### src/rtl/ppu_mem_writer.sv
// Host write path into the PPU graphics memories: region decode, single FIFO, one drain per idle cycle.
// Optional PPU_WRITER_VBLANK_ONLY_EN restricts draining to vertical blank.
`timescale 1ns/1ps
module ppu_mem_writer #(
  parameter int DEPTH = 16,
  parameter int AW    = 14
) (
  input  logic          clk,
  input  logic          reset,
  input  logic          chipselect,
  input  logic          write,
  input  logic          read,
  input  logic [AW-1:0] address,
  input  logic [31:0]   write_data,
  output logic          waitrequest,
  output logic [31:0]   readdata,
  input  logic          ppu_busy,
  input  logic          vblank,
  output logic          rw_tile_buffer,
  output logic          rw_tile_graphics,
  output logic          rw_sprite_graphics,
  output logic          rw_color_palettes,
  output logic          rw_OAM,
  output logic [8:0]    addr_tile_buffer,
  output logic [10:0]   addr_tile_graphics,
  output logic [10:0]   addr_sprite_graphics,
  output logic [2:0]    addr_color_palettes,
  output logic [7:0]    addr_OAM,
  output logic [31:0]   write_data_tile_buffer,
  output logic [31:0]   write_data_tile_graphics,
  output logic [31:0]   write_data_sprite_graphics,
  output logic [23:0]   write_data_color_palettes,
  output logic [31:0]   write_data_OAM
);
  localparam int PW = $clog2(DEPTH);

  typedef struct packed {
    logic [2:0]  region;
    logic [10:0] offset;
    logic [31:0] data;
  } wr_req_t;

  wr_req_t        mem [DEPTH];
  wr_req_t        head;
  logic [PW-1:0]  wr_ptr, rd_ptr;
  logic [PW:0]    count;
  logic           err_unmapped;
  logic [2:0]     region;
  logic           accept, push, pop, flush, clr_err, set_err;

  assign region      = address[13:11];
  assign waitrequest = (count == (PW+1)'(DEPTH));
  assign accept      = chipselect & write & ~waitrequest;
  assign push        = accept & (region <= 3'd4);
  assign flush       = accept & (region == 3'd5) & write_data[0];
  assign clr_err     = accept & (region == 3'd5) & write_data[1];
  assign set_err     = accept & region[2] & region[1];
  assign head        = mem[rd_ptr];

`ifdef PPU_WRITER_VBLANK_ONLY_EN
  assign pop = (count != '0) & ~ppu_busy & vblank;
`else
  logic unused_vblank;
  assign unused_vblank = vblank;
  assign pop = (count != '0) & ~ppu_busy;
`endif

  always_ff @(posedge clk)
    if (push) mem[wr_ptr] <= '{region: region, offset: address[10:0], data: write_data};

  // Flush wins over any concurrent pop; the popped entry has already been captured for output.
  always_ff @(posedge clk or negedge reset)
    if (!reset) begin
      wr_ptr       <= '0;
      rd_ptr       <= '0;
      count        <= '0;
      err_unmapped <= 1'b0;
      readdata     <= '0;
    end else begin
      if (flush) begin
        wr_ptr <= '0;
        rd_ptr <= '0;
        count  <= '0;
      end else begin
        if (push) wr_ptr <= wr_ptr + 1'b1;
        if (pop)  rd_ptr <= rd_ptr + 1'b1;
        case ({push, pop})
          2'b10:   count <= count + 1'b1;
          2'b01:   count <= count - 1'b1;
          default: ;
        endcase
      end
      if (set_err)      err_unmapped <= 1'b1;
      else if (clr_err) err_unmapped <= 1'b0;
      if (chipselect & read) readdata <= {23'b0, err_unmapped, 1'b0, 7'(count)};
    end

  always_ff @(posedge clk or negedge reset)
    if (!reset) begin
      rw_tile_buffer             <= 1'b0;
      rw_tile_graphics           <= 1'b0;
      rw_sprite_graphics         <= 1'b0;
      rw_color_palettes          <= 1'b0;
      rw_OAM                     <= 1'b0;
      addr_tile_buffer           <= '0;
      addr_tile_graphics         <= '0;
      addr_sprite_graphics       <= '0;
      addr_color_palettes        <= '0;
      addr_OAM                   <= '0;
      write_data_tile_buffer     <= '0;
      write_data_tile_graphics   <= '0;
      write_data_sprite_graphics <= '0;
      write_data_color_palettes  <= '0;
      write_data_OAM             <= '0;
    end else begin
      rw_tile_buffer     <= 1'b0;
      rw_tile_graphics   <= 1'b0;
      rw_sprite_graphics <= 1'b0;
      rw_color_palettes  <= 1'b0;
      rw_OAM             <= 1'b0;
      if (pop) begin
        case (head.region)
          3'd0: begin
            rw_tile_buffer         <= 1'b1;
            addr_tile_buffer       <= head.offset[8:0];
            write_data_tile_buffer <= head.data;
          end
          3'd1: begin
            rw_tile_graphics         <= 1'b1;
            addr_tile_graphics       <= head.offset;
            write_data_tile_graphics <= head.data;
          end
          3'd2: begin
            rw_sprite_graphics         <= 1'b1;
            addr_sprite_graphics       <= head.offset;
            write_data_sprite_graphics <= head.data;
          end
          3'd3: begin
            rw_color_palettes         <= 1'b1;
            addr_color_palettes       <= head.offset[2:0];
            write_data_color_palettes <= head.data[23:0];
          end
          3'd4: begin
            rw_OAM         <= 1'b1;
            addr_OAM       <= head.offset[7:0];
            write_data_OAM <= head.data;
          end
          default: ;
        endcase
      end
    end
endmodule

### config.mk
export PLATFORM = sky130hd
export DESIGN_NAME = ppu_mem_writer
export DESIGN_NICKNAME = d
export VERILOG_FILES = /design/src/rtl/ppu_mem_writer.sv
export SDC_FILE = /design/constraint.sdc
export NUM_CORES = 1
export LEC_CHECK = 0
export ABC_AREA = 1
export BUFFER_PORTS_ARGS = -buffer_cell sky130_fd_sc_hd__buf_4
export CAP_MARGIN = 10
export CORE_UTILIZATION = 45
export CTS_CLUSTER_DIAMETER = 60
export CTS_CLUSTER_SIZE = 12
export DETAILED_ROUTE_END_ITERATION = 6
export PLACE_DENSITY_LB_ADDON = 0.15
export SYNTH_ARGS = -nofsm -noshare
export SYNTH_HDL_FRONTEND = slang
export SYNTH_SLANG_ARGS = --single-unit
### constraint.sdc
create_clock -name clk -period 10.5 [get_ports clk]
set_input_delay 1.05 -clock clk [delete_from_list [all_inputs] [get_ports clk]]
set_output_delay 1.05 -clock clk [all_outputs]
set_load 0.02 [all_outputs]
# Word-level counts from Yosys, hierarchy flattened
# Memories as Yosys holds them, arrays and structs flattened.
# Cells that the tools add are included.
dict set report word_totals {
  memories 1
  out_inout_bits 232
  in_bits 53
  ram_bits 736
  register_bits 219
  elab_cells 77
}
# name depth word_bits read_ports rd_ports_with_merged_regs write_ports line_no
set mem_list {}
lappend mem_list {mem 16 46 1 0 1 43} ;# wr_req_t mem [DEPTH];
dict set report classes {
  order_cmp 1
  n_reduce_logical 11
  n_bitwise 12
  n_eq_ne 8
  muxes 20
  n_addsub 4
}
# operator count
set op_table {}
lappend op_table {{4-bit two-way mux} 4}
lappend op_table {{1-bit two-way mux} 14}
lappend op_table {{1-bit bitwise AND} 10}
lappend op_table {{5-bit case mux with 2 select lines} 1}
lappend op_table {{2-bit AND reduction} 5}
lappend op_table {{4-bit by 1-bit adder with 4-bit output, second input constant} 2}
lappend op_table {{3-bit by 2-bit == test with 1-bit output, second input constant} 2}
lappend op_table {{3-bit == test, second input constant} 2}
lappend op_table {{2-bit nonzero test} 3}
lappend op_table {{5-bit by 1-bit adder with 5-bit output, second input constant} 1}
lappend op_table {{5-bit == test, second input constant} 1}
lappend op_table {{5-bit two-way mux} 1}
lappend op_table {{5-bit nonzero test} 1}
lappend op_table {{5-bit by 1-bit subtractor with 5-bit output, second input constant} 1}
lappend op_table {{3-bit by 1-bit == test with 1-bit output, second input constant} 1}
lappend op_table {{3-bit <= comparator, second input constant} 1}
lappend op_table {{3-bit logical NOT} 1}
lappend op_table {{3-bit nonzero test} 1}
lappend op_table {{2-bit by 1-bit == test with 1-bit output, second input constant} 1}
lappend op_table {{2-bit == test, second input constant} 1}
lappend op_table {{1-bit inverter} 2}

# Depth between registers and ports, before layout
dict set report depth {
  ltp_word 7
  ltp_mapped 16
  mapped_depth_nobuf 16
}

# Worst setup path after synthesis
# Ideal clock, no wire load.
dict set report synth_timing {
  kind {input -> register}
  startpoint {input port address[12]}
  endpoint {memory mem[11][0] in the netlist's numbering, enable pin}
  arrival_time_ps 3677
  cell_stages 5
  n_path_buf 0
  slack_ps 6373
  required_time_ps 10050
  setup_ps 450
  cell_sequence {o21ai_0 -> nand3_1 -> inv_1 -> nand2_1 -> nor2_1}
}
dict set report synth_via {
  elab_chain_cells 4
}
# element line_no
set synth_rtl {}
lappend synth_rtl {{start, declared} 13} ;# input logic [AW-1:0] address,
lappend synth_rtl {{3-bit <= comparator} 54} ;# assign push = accept & (region <= 3'd4);
lappend synth_rtl {{1-bit bitwise AND} 54}
lappend synth_rtl {{1-bit two-way mux} 69} ;# if (push) mem[wr_ptr] <= '{region: region, offset: address[10:0], data: write_data};
lappend synth_rtl {{1-bit two-way mux (not written as such)} 69}
lappend synth_rtl {{end, declared} 43}
# No other way between the ends.

# Worst setup path in the final report
dict set report layout_timing {
  startpoint {register rd_ptr[0]}
  endpoint {register write_data_sprite_graphics[9]}
}
dict set report layout_via {
  elab_chain_cells 3
}
# element line_no
set layout_rtl {}
lappend layout_rtl {{start, declared} 45} ;# logic [PW-1:0] wr_ptr, rd_ptr;
lappend layout_rtl {{start signal, assigned} 86} ;# if (pop) rd_ptr <= rd_ptr + 1'b1;
lappend layout_rtl {{memory read 16 x 46 bit (*)} --}
lappend layout_rtl {{3-bit by 2-bit == test with 1-bit output} 122} ;# case (head.region)
lappend layout_rtl {{2-bit AND reduction (no line)} --}
lappend layout_rtl {{end signal, assigned} 136} ;# write_data_sprite_graphics <= head.data;
lappend layout_rtl {{end, declared} 31} ;# output logic [31:0] write_data_sprite_graphics,
# Mark *: on every way between the ends. The rest lies on a longest branch, timed or not.
# A chain may end at the register's enable or synchronous reset.

==> impl_metrics.py <==
metrics = {
    "outcome": {
        "status": "finished, final reports clean",
    },
    "synthesis": {
        "ys_seq_area_frac": 0.723,
        "synth_cell_types": 34,
        "synth_top_family_by_area": "simple AND/OR/NAND/NOR gates",
        "postSynthCellCount": 3194,
        "syn-cell-area_um2": 38100,
        "synthMuxAreaShare": 0.000590,
        "ys_ff_latch": 955,
        "synth_compound_area_frac": 0.0870,
        "synth-simple-area-share": 0.150,
        "synth_ff_type": "edfxtp_1",
        "synth-xor-area-share": 0.000459,
        "yosys_warnings": 0,
        "synthArstFlopShare": 0.229,
        "synth_edf_count": 736,
        "synth_adder_area_share": 0.00230,
        "avgSynthCellArea_um2": 11.9,
    },
    "global_route": {
        "antenna_found_initial": 3,
        "grt_pass1_wl_mm": 155,
        "grt_util_all_layers": 0.241,
        "grt_max_degree": 235,
        "grt_overflow": 0,
        "grt_pass1_vias": 24900,
    },
    "setup_path": {
        "cp.required_ns": 11.03,
        "regToRegSetupSlack_ns": 4.02,
        "cp_max_fo": 164,
        "rr_worst_depth": 13,
        "r2r_start": "rd_ptr[0]",
        "start_kind": "register",
        "crit_path_max_incr_delay_ns": 0.92,
        "worst-setup-path-type": "register to register",
        "r2r_end": "write_data_sprite_graphics[9]",
        "end_kind": "register",
        "path_cells": "inv_8 -> buf_4 -> nor2_1 -> nor2_1 -> o21ai_1 -> o211ai_1 -> nand3_1 -> nand2_2 -> inv_2 -> nor2_4 -> nand2_2 -> nand2_1 -> nand2_1",
        "critPathArrivalTime_ns": 7.01,
        "crit_slowest_cell": "nor2_4",
    },
    "power_and_ir_drop": {
        "combPwrFrac": 0.395,
        "ir_worst_vdd_mv": 0.194,
        "seqPwrFrac": 0.374,
        "p_sw_mw": 5.57,
        "p_clk_frac": 0.231,
        "switching_share": 0.423,
        "intPower_mw": 7.60,
        "cellLeakagePower_nw": 16.4,
        "power_mw": 13.2,
        "power.density_nw_per_um2": 303,
    },
    "route": {
        "wl_per_cell_um": 22.9,
        "ant_nets": 0,
        "vias_per_cell": 5.66,
        "routed_wl_mm": 104,
        "route.vias.total": 25700,
        "drtPass1Iterations": 6,
        "drc": 0,
        "drt_iter0_drc": 2196,
    },
    "floorplan": {
        "num_rows": 106,
        "die_width_um": 293,
        "initial_core_util": 0.455,
        "die-area_um2": 85900,
        "die_h_um": 293,
        "core_um2": 83800,
        "io_pins": 285,
    },
    "placement": {
        "placed_area_um2": 40800,
        "pre_cts_slack_ns": 4.05,
        "hpwlAfterDp_mm": 56.1,
        "gp_congestion": 0.800,
        "dp.cells": 4398,
        "io_buffers": 257,
    },
    "clocking": {
        "post_cts_buffers": 0,
        "cts_buffers": 94,
        "cts_tree": "yes",
        "clk_latency_ns": 0.66,
        "clock_path_buffers": 3,
        "cts_hold_buf": 0,
        "path_clk_slew_ns": 0.06,
        "ctsResizeCount": 0,
        "cts.sinks": 955,
        "cts_root_buf": "clkbuf_16",
        "h-tree-depth": 3,
    },
    "cells_and_area": {
        "syn2layout_area_growth_pct": 14.0,
        "post-route-util": 0.519,
        "finalNonFillerCells": 4542,
        "nets": 3420,
        "drive_gt1_frac": 0.131,
        "finish.instance_area_um2": 43500,
    },
    "hold_path": {
        "hp-class": "primary input to asynchronous set/reset pin",
    },
    "sta": {
        "hold_viol_final": 0,
        "max_freq_ghz": 0.154,
        "maxSlewHeadroom": 0.211,
        "rsz0062_at_grt": "false",
        "maxSlewViolCount": 0,
        "final.setup.worst_slack_ns": 4.02,
        "setup_viol": 0,
        "period_minus_slack_ns": 6.48,
        "hold_slack_ns": 0.396,
        "tightest_slew_ns": 1.18,
        "final.setup.tns_ns": 0,
        "min_period_over_period": 0.618,
        "fin_worst_skew_ns": 0.0367,
    },
    "flow_run": {
        "drv_cap": 0,
    },
}
-- logic make-up (layout without fill, tap and decap cells) --
kind of cell             after synthesis  count (layout)
XOR/XNOR                               2               2
AND/OR/NAND/NOR                     1364            1364
other                                  1              30
adder cells (fa/ha/maj)                7               7
flip-flops                           955             955
multiplexers                           2               2
buffers and inverters                293             478
AO/OA/AOI/OAI                        570             570
-- synth_stat cells, types with 2 or more instances --
cell type  count  area share
a21oi_1       15      0.0020
a31oi_1        2     0.00033
buf_1         11      0.0011
buf_2        107       0.014
buf_4         36      0.0071
buf_6          2     0.00059
clkbuf_1      90      0.0089
dfrtp_1      219        0.14
edfxtp_1     736        0.58
ha_1           7      0.0023
inv_1         43      0.0042
inv_2          3     0.00030
mux2_2         2     0.00059
nand2_1      494       0.049
nand2_2        5     0.00082
nand3_1      197       0.026
nand4_1      114       0.019
nor2_1       544       0.054
nor2_4         2     0.00059
nor3_1         2     0.00026
o211ai_1     182       0.036
o21ai_0      359       0.047
o21ai_1       10      0.0013
xor2_1         2     0.00046
-- area by class of cell --
type	instances	area [um2]
fill	7151	40300
sequential	955	27600
multi-input combinational	1971	9400
clock buffer	121	2490
timing repair buffer	291	2200
tap	1134	1420
inverter	47	186
clock inverter	19	174
antenna	4	10.0
-- power by group through the flow --
stage	sequential, mW	clock [mW]	combinational (mW)
3_5_place_dp	5.00	0	5.17
6_report	4.93	3.05	5.20
5_1_grt	4.98	3.24	5.63
4_1_cts	4.92	3.10	5.18
2_1_floorplan	5.24	0	2.91
3_3_place_gp	4.98	0	5.06
-- state kept, by name, indices dropped and copies added, names as in the netlist, 3 cells and up --
register                    count
count                           5
rd_ptr                          4
addr_color_palettes             3
write_data_tile_graphics       32
write_data_tile_buffer         32
wr_ptr                          4
addr_tile_graphics             11
write_data_sprite_graphics     32
addr_OAM                        8
write_data_OAM                 32
mem                           736
write_data_color_palettes      24
readdata                        6
addr_sprite_graphics           11
addr_tile_buffer                9
-- worst max-delay path by stage --
stage | to | slack, ns | start | cells after the start
2_1_floorplan | mem[11][0] | 6.37 | address[12] | 5
3_3_place_gp | write_data_sprite_graphics[7] | 4.16 | rd_ptr[0] | 13
3_5_place_dp | write_data_sprite_graphics[18] | 4.05 | rd_ptr[0] | 13
4_1_cts | write_data_sprite_graphics[9] | 4.05 | rd_ptr[0] | 13
5_1_grt | write_data_sprite_graphics[19] | 3.51 | rd_ptr[0] | 13
6_report | write_data_sprite_graphics[9] | 4.02 | rd_ptr[0] | 13
-- metal layers --
metal,track usage,part of all wire,up-vias
met5,0,0.00012,-
met4,0.0663,0.023,2
met3,0.0359,0.072,169
met2,0.385,0.46,941
met1,0.345,0.44,12900
li1,-,-,11600
-- cell usage in the layout (no fill, tap or decap), types with 3 or more instances in the layout --
cell type | synthesis | layout
a21oi_1 | 15 | 15
buf_4 | 36 | 289
clkbuf_1 | 90 | 24
clkbuf_16 | 0 | 95
clkinv_1 | 1 | 3
clkinv_2 | 0 | 7
clkinvlp_4 | 0 | 3
conb_1 | 1 | 26
dfrtp_1 | 219 | 215
dfrtp_4 | 0 | 3
diode_2 | 0 | 4
edfxtp_1 | 736 | 736
ha_1 | 7 | 7
inv_1 | 43 | 41
inv_6 | 0 | 5
nand2_1 | 494 | 493
nand2_2 | 5 | 6
nand3_1 | 197 | 196
nand4_1 | 114 | 114
nor2_1 | 544 | 527
nor2_4 | 2 | 19
o211ai_1 | 182 | 182
o21ai_0 | 359 | 359
o21ai_1 | 10 | 10
-- critical path, delay by kind of cell, from the launching register on --
family / cells / cell delay (ns)
AOI/OAI and AO/OA: 2 / 0.20
buffers and inverters: 3 / 1.85
DFF: 1 / 0.83
and+or+nand+nor: 8 / 3.19
Power figures use the tool's default switching activity.
